--- src/rtl/serial_adder_pkg.sv ---
// Shared constants for the bit-serial adder: FSM state encoding and default operand width.
package serial_adder_pkg;

  localparam int WIDTH_DEFAULT = 8;

  typedef enum logic [1:0] {
    IDLE  = 2'd0,
    SHIFT = 2'd1,
    DONE  = 2'd2
  } state_t;

endpackage

--- src/rtl/full_adder.sv ---
// One-bit full adder; the only arithmetic element of the serial adder datapath.
module full_adder (
  input  logic x,
  input  logic y,
  input  logic ci,
  output logic s,
  output logic co
);

  assign s  = x ^ y ^ ci;
  assign co = (x & y) | (ci & (x ^ y));

endmodule

--- src/rtl/serial_adder_ctrl.sv ---
// Bit-serial adder: {cout,sum} = a + b + cin, LSB first, one bit per clock via one full adder.
// Optional macro SERIAL_ADDER_OVF_EN adds a registered signed-overflow output ovf.
module serial_adder_ctrl
  import serial_adder_pkg::*;
#(
  parameter int WIDTH = WIDTH_DEFAULT
) (
  input  logic             clk,
  input  logic             rst_n,
  input  logic             start,
  input  logic [WIDTH-1:0] a,
  input  logic [WIDTH-1:0] b,
  input  logic             cin,
  output logic             busy,
  output logic             done,
  output logic [WIDTH-1:0] sum,
`ifdef SERIAL_ADDER_OVF_EN
  output logic             ovf,
`endif
  output logic             cout
);

  localparam int CNT_W = $clog2(WIDTH + 1);

  state_t             state, state_next;
  logic [CNT_W-1:0]   cnt;
  logic               carry;
  logic [WIDTH-1:0]   a_sh, b_sh, result;
  logic               fa_s, fa_co;
  logic               last_bit;
`ifdef SERIAL_ADDER_OVF_EN
  logic               msb_cin;
`endif

  assign last_bit = (cnt == CNT_W'(WIDTH - 1));

  full_adder u_fa (
    .x  (a_sh[0]),
    .y  (b_sh[0]),
    .ci (carry),
    .s  (fa_s),
    .co (fa_co)
  );

  always_comb begin
    state_next = state;
    busy       = 1'b0;
    case (state)
      IDLE:    if (start) state_next = SHIFT;
      SHIFT: begin
        busy = 1'b1;
        if (last_bit) state_next = DONE;
      end
      DONE: begin
        busy       = 1'b1;
        state_next = IDLE;
      end
      default: state_next = IDLE;
    endcase
  end

  // Control and result registers: cleared by reset, outputs written only in DONE.
  always_ff @(posedge clk or negedge rst_n) begin
    if (!rst_n) begin
      state <= IDLE;
      cnt   <= '0;
      carry <= 1'b0;
      done  <= 1'b0;
      sum   <= '0;
      cout  <= 1'b0;
`ifdef SERIAL_ADDER_OVF_EN
      ovf     <= 1'b0;
      msb_cin <= 1'b0;
`endif
    end else begin
      state <= state_next;
      done  <= 1'b0;
      case (state)
        IDLE: begin
          if (start) begin
            cnt   <= '0;
            carry <= cin;
          end
        end
        SHIFT: begin
          carry <= fa_co;
          cnt   <= cnt + CNT_W'(1);
`ifdef SERIAL_ADDER_OVF_EN
          msb_cin <= carry;
`endif
        end
        DONE: begin
          done <= 1'b1;
          sum  <= result;
          cout <= carry;
`ifdef SERIAL_ADDER_OVF_EN
          ovf  <= msb_cin ^ carry;
`endif
        end
        default: ;
      endcase
    end
  end

  // Operand/result shifters: bit cnt of each operand is always at position 0, and the
  // sum bit enters at the MSB so that after WIDTH shifts bit 0 lands in position 0.
  always_ff @(posedge clk) begin
    if (state == IDLE && start) begin
      a_sh   <= a;
      b_sh   <= b;
      result <= '0;
    end else if (state == SHIFT) begin
      a_sh   <= a_sh >> 1;
      b_sh   <= b_sh >> 1;
      result <= {fa_s, result[WIDTH-1:1]};
    end
  end

endmodule

--- config.mk ---
export PLATFORM = sky130hd
export DESIGN_NAME = serial_adder_ctrl
export DESIGN_NICKNAME = d
export VERILOG_FILES = /design/src/rtl/serial_adder_pkg.sv /design/src/rtl/full_adder.sv /design/src/rtl/serial_adder_ctrl.sv
export SDC_FILE = /design/constraint.sdc
export NUM_CORES = 1
export LEC_CHECK = 0
export ABC_AREA = 1
export CAP_MARGIN = 20
export CORE_ASPECT_RATIO = 1.75
export CORE_UTILIZATION = 55
export CTS_CLUSTER_SIZE = 28
export DETAILED_ROUTE_END_ITERATION = 10
export PLACE_DENSITY = 0.93
export SLEW_MARGIN = 0
export SYNTH_ARGS = -nofsm -noshare
export SYNTH_HDL_FRONTEND = slang
export SYNTH_HIERARCHICAL = 1
export SYNTH_SLANG_ARGS = --single-unit
--- constraint.sdc ---
create_clock -name clk -period 3.15 [get_ports clk]
set_input_delay 0.63 -clock clk [delete_from_list [all_inputs] [get_ports clk]]
set_output_delay 0.63 -clock clk [all_outputs]
set_load 0.05 [all_outputs]
==> impl_metrics.py <==
metrics = {
    "run_status": {
        "status": "finished clean",
    },
    "cells_and_area": {
        "drive_gt1_share_pct": 10.68,
        "fin_nets": 232,
        "layout_common_cells": "55 x nand2_1, 30 x clkdlybuf4s50_1, 21 x nor2_1",
        "post-route-cell-area_um2": 2206,
        "final_cells": 249,
        "layout_commonest_cell": "nand2_1",
        "insertedDiodeCount": 0,
        "syn_to_final_growth_pct": 23.63,
    },
    "route": {
        "drt-wirelength-per-cell_um": 11.41,
        "drtPass1Iterations": 4,
        "first_iter_violations": 32,
        "route.detailed.drc": 0,
        "ant_nets": 0,
        "detail_route.vias_per_cell": 4.996,
        "routed_wirelength_um": 2840,
        "vias": 1244,
    },
    "synthesis": {
        "synth_area_um2": 1784,
        "synthDominantCellAreaShare_pct": 26.93,
        "ys_top_cells_by_area": "edfxtp_1 27%, dfrtp_1 24%, nand2_1 12%",
        "syn_inst": 174,
        "ys_seq_elements": 41,
        "yosysUniqueCellTypes": 19,
        "syn_nets": 201,
        "synth_top_area_cell": "edfxtp_1",
        "ys_warn_count": 6,
        "syn_avg_cell_area_um2": 10.25,
        "yosysSeqAreaShare_pct": 59.75,
    },
    "clock_tree": {
        "ctsHtreeMaxLevel": 2,
        "ctsResizeCount": 0,
        "ctsHoldBuffers": 0,
        "clock_sinks": 41,
        "clock_path_buffers": 2,
        "clockRootBuffer": "clkbuf_8",
        "cts_tree": "built",
        "cts_inserted_buffers": 5,
        "cts_setup_buffers": 0,
        "cts.clk_slew.worst_paths_ns": 0.07,
        "clock_latency_ns": 0.29,
    },
    "grt": {
        "grt_overflow": 0,
        "grt_max_degree": 29,
        "grt_pass1_vias": 1233,
        "grt_util_all_layers_pct": 20.89,
        "antenna_found_initial": 0,
        "grt_pass1_wl_um": 5237,
    },
    "min_path": {
        "hold_class": "flip-flop to flip-flop",
        "holdPathStages": 1,
    },
    "floorplanning": {
        "die_h_um": 77.35,
        "row_count": 27,
        "core_area_um2": 3108,
        "die_area_um2": 3485,
        "ios": 31,
        "die_w_um": 45.06,
        "initial_core_util_pct": 57.41,
    },
    "placement": {
        "detailed_place_hpwl_um": 2110,
        "placed_cell_area_um2": 2090,
        "port_buffers": 30,
        "place_inst": 241,
        "gp_congestion": 0.7384,
    },
    "setup_path": {
        "cp.required_ns": 2.52,
        "path_buf_inv": 2,
        "cp.depth": 3,
        "crit_type": "flip-flop to output pin",
        "cp_slowest_stage_delay_ns": 0.79,
        "cp_top_family": "buffers and inverters",
        "critPathLaunchType": "flip-flop",
        "worstPathArrival_ns": 1.85,
        "worstPathMaxFanout": 4,
        "slowest_stage": "clkdlybuf4s50_1",
        "worst-r2r-cell-count": 4,
        "end_kind": "output pin",
        "path_cells": "inv_1 -> ha_1 -> clkdlybuf4s50_1",
    },
    "timing": {
        "worstMarginPinSlew_ns": 0.7538,
        "slew_viol_final": 0,
        "fin_tns_setup_ns": 0,
        "maxSlewHeadroom_pct": 49.59,
        "holdWs_ns": 0.5007,
        "clock_skew_ns": 0.002217,
        "hold_viol": 0,
        "rsz0062_at_grt": "no",
        "fmax_mhz": 403.3,
        "finalCritPeriodShare_pct": 78.71,
        "finalSetupViolCount": 0,
        "fin_crit_ns": 2.479,
    },
    "power_and_ir_drop": {
        "irDropWorstVdd_mv": 0.5499,
        "power.density_nw_per_um2": 1127,
        "leakagePower_nw": 1.009,
    },
    "run": {
        "cap_violations": 0,
    },
}
-- Yosys cell counts --
master / n
o211ai_2: 1
o21ai_0: 9
nor2_1: 21
dfxtp_1: 8
nand2_1: 55
buf_2: 3
ha_1: 6
nand2_4: 2
nand3_1: 7
edfxtp_1: 16
inv_4: 1
dfrtp_1: 17
a21oi_1: 4
buf_6: 3
nand2_2: 1
mux2_2: 9
fa_1: 1
or2_2: 1
inv_1: 9
-- stage by stage --
| step | utilization (%) | total power, W | setup slack, ns |
|---|---|---|---|
| floorplan | - | 0.001812 | 1.408 |
| detailed placement | 67.23 | 0.002080 | 0.8356 |
| CTS | 70.97 | 0.002513 | 0.6581 |
| global placement | 67.23 | 0.002034 | 0.8893 |
| finish | 70.97 | 0.002485 | 0.6708 |
| global route | 70.97 | 0.002685 | 0.5890 |
-- cell families after synthesis --
kind of cell	Yosys count	share of synthesized area [%]
muxes	9	5.680
adders and majority gates	7	5.330
buffers and inverters	16	4.979
AOI/OAI and AO/OA	14	4.348
and+or+nand+nor	87	19.92
DFF	41	59.75
-- area by class of cell --
type                    count  area [um2]
flip-flops and latches     41        1066
fillers                   241       902.1
multi-input cells         117       629.4
repair buffers             30       300.3
clock buffers               7       86.33
well taps                  43       53.80
inverters                  10       40.04
clock inverters             1       30.03
-- flip-flops by register name (all words and copies together) (netlist names) --
name,count
state,2
done,1
cnt,4
a_sh,8
result,8
carry,1
sum,8
cout,1
b_sh,8
-- layer usage --
layer | part of all wire, % | vias up | track usage, %
li1 | - | 621 | -
met1 | 40 | 578 | 24.92
met2 | 53 | 39 | 33.19
met3 | 4.1 | 6 | 5.581
met4 | 2.6 | 0 | 10.91
met5 | 0 | - | 0
-- worst reg2reg max path, stage by stage (launching register included) --
cell	delay, ns
dfrtp_1	0.40
inv_1	0.13
ha_1	0.43
inv_1	0.28
nand2_1	0.55
-- path summary, 6_finish.rpt --
check | startpoint | end | slack [ns]
worst min register to register | result[0]$_SDFFE_PP0N_ | sum[0]$_DFFE_PN0P_ | 0.50
worst max-delay path | state[0]$_DFFE_PN0P_ | busy | 0.67
min in group asynchronous | rst_n | cout$_DFFE_PN0P_ | 0.78
max in group asynchronous | rst_n | carry$_DFFE_PN0P_ | 1.90
worst max register to register | state[1]$_DFFE_PN0P_ | b_sh[5]$_DFFE_PP_ | 1.00
worst min-delay path | result[0]$_SDFFE_PP0N_ | sum[0]$_DFFE_PN0P_ | 0.50
-- power by group --
part / internal, W / switching [W]
combinational: 0.000378 / 0.000672
clock: 0.000258 / 0.000170
sequential: 0.000880 / 0.000127
(Power assumes the default switching activity.)
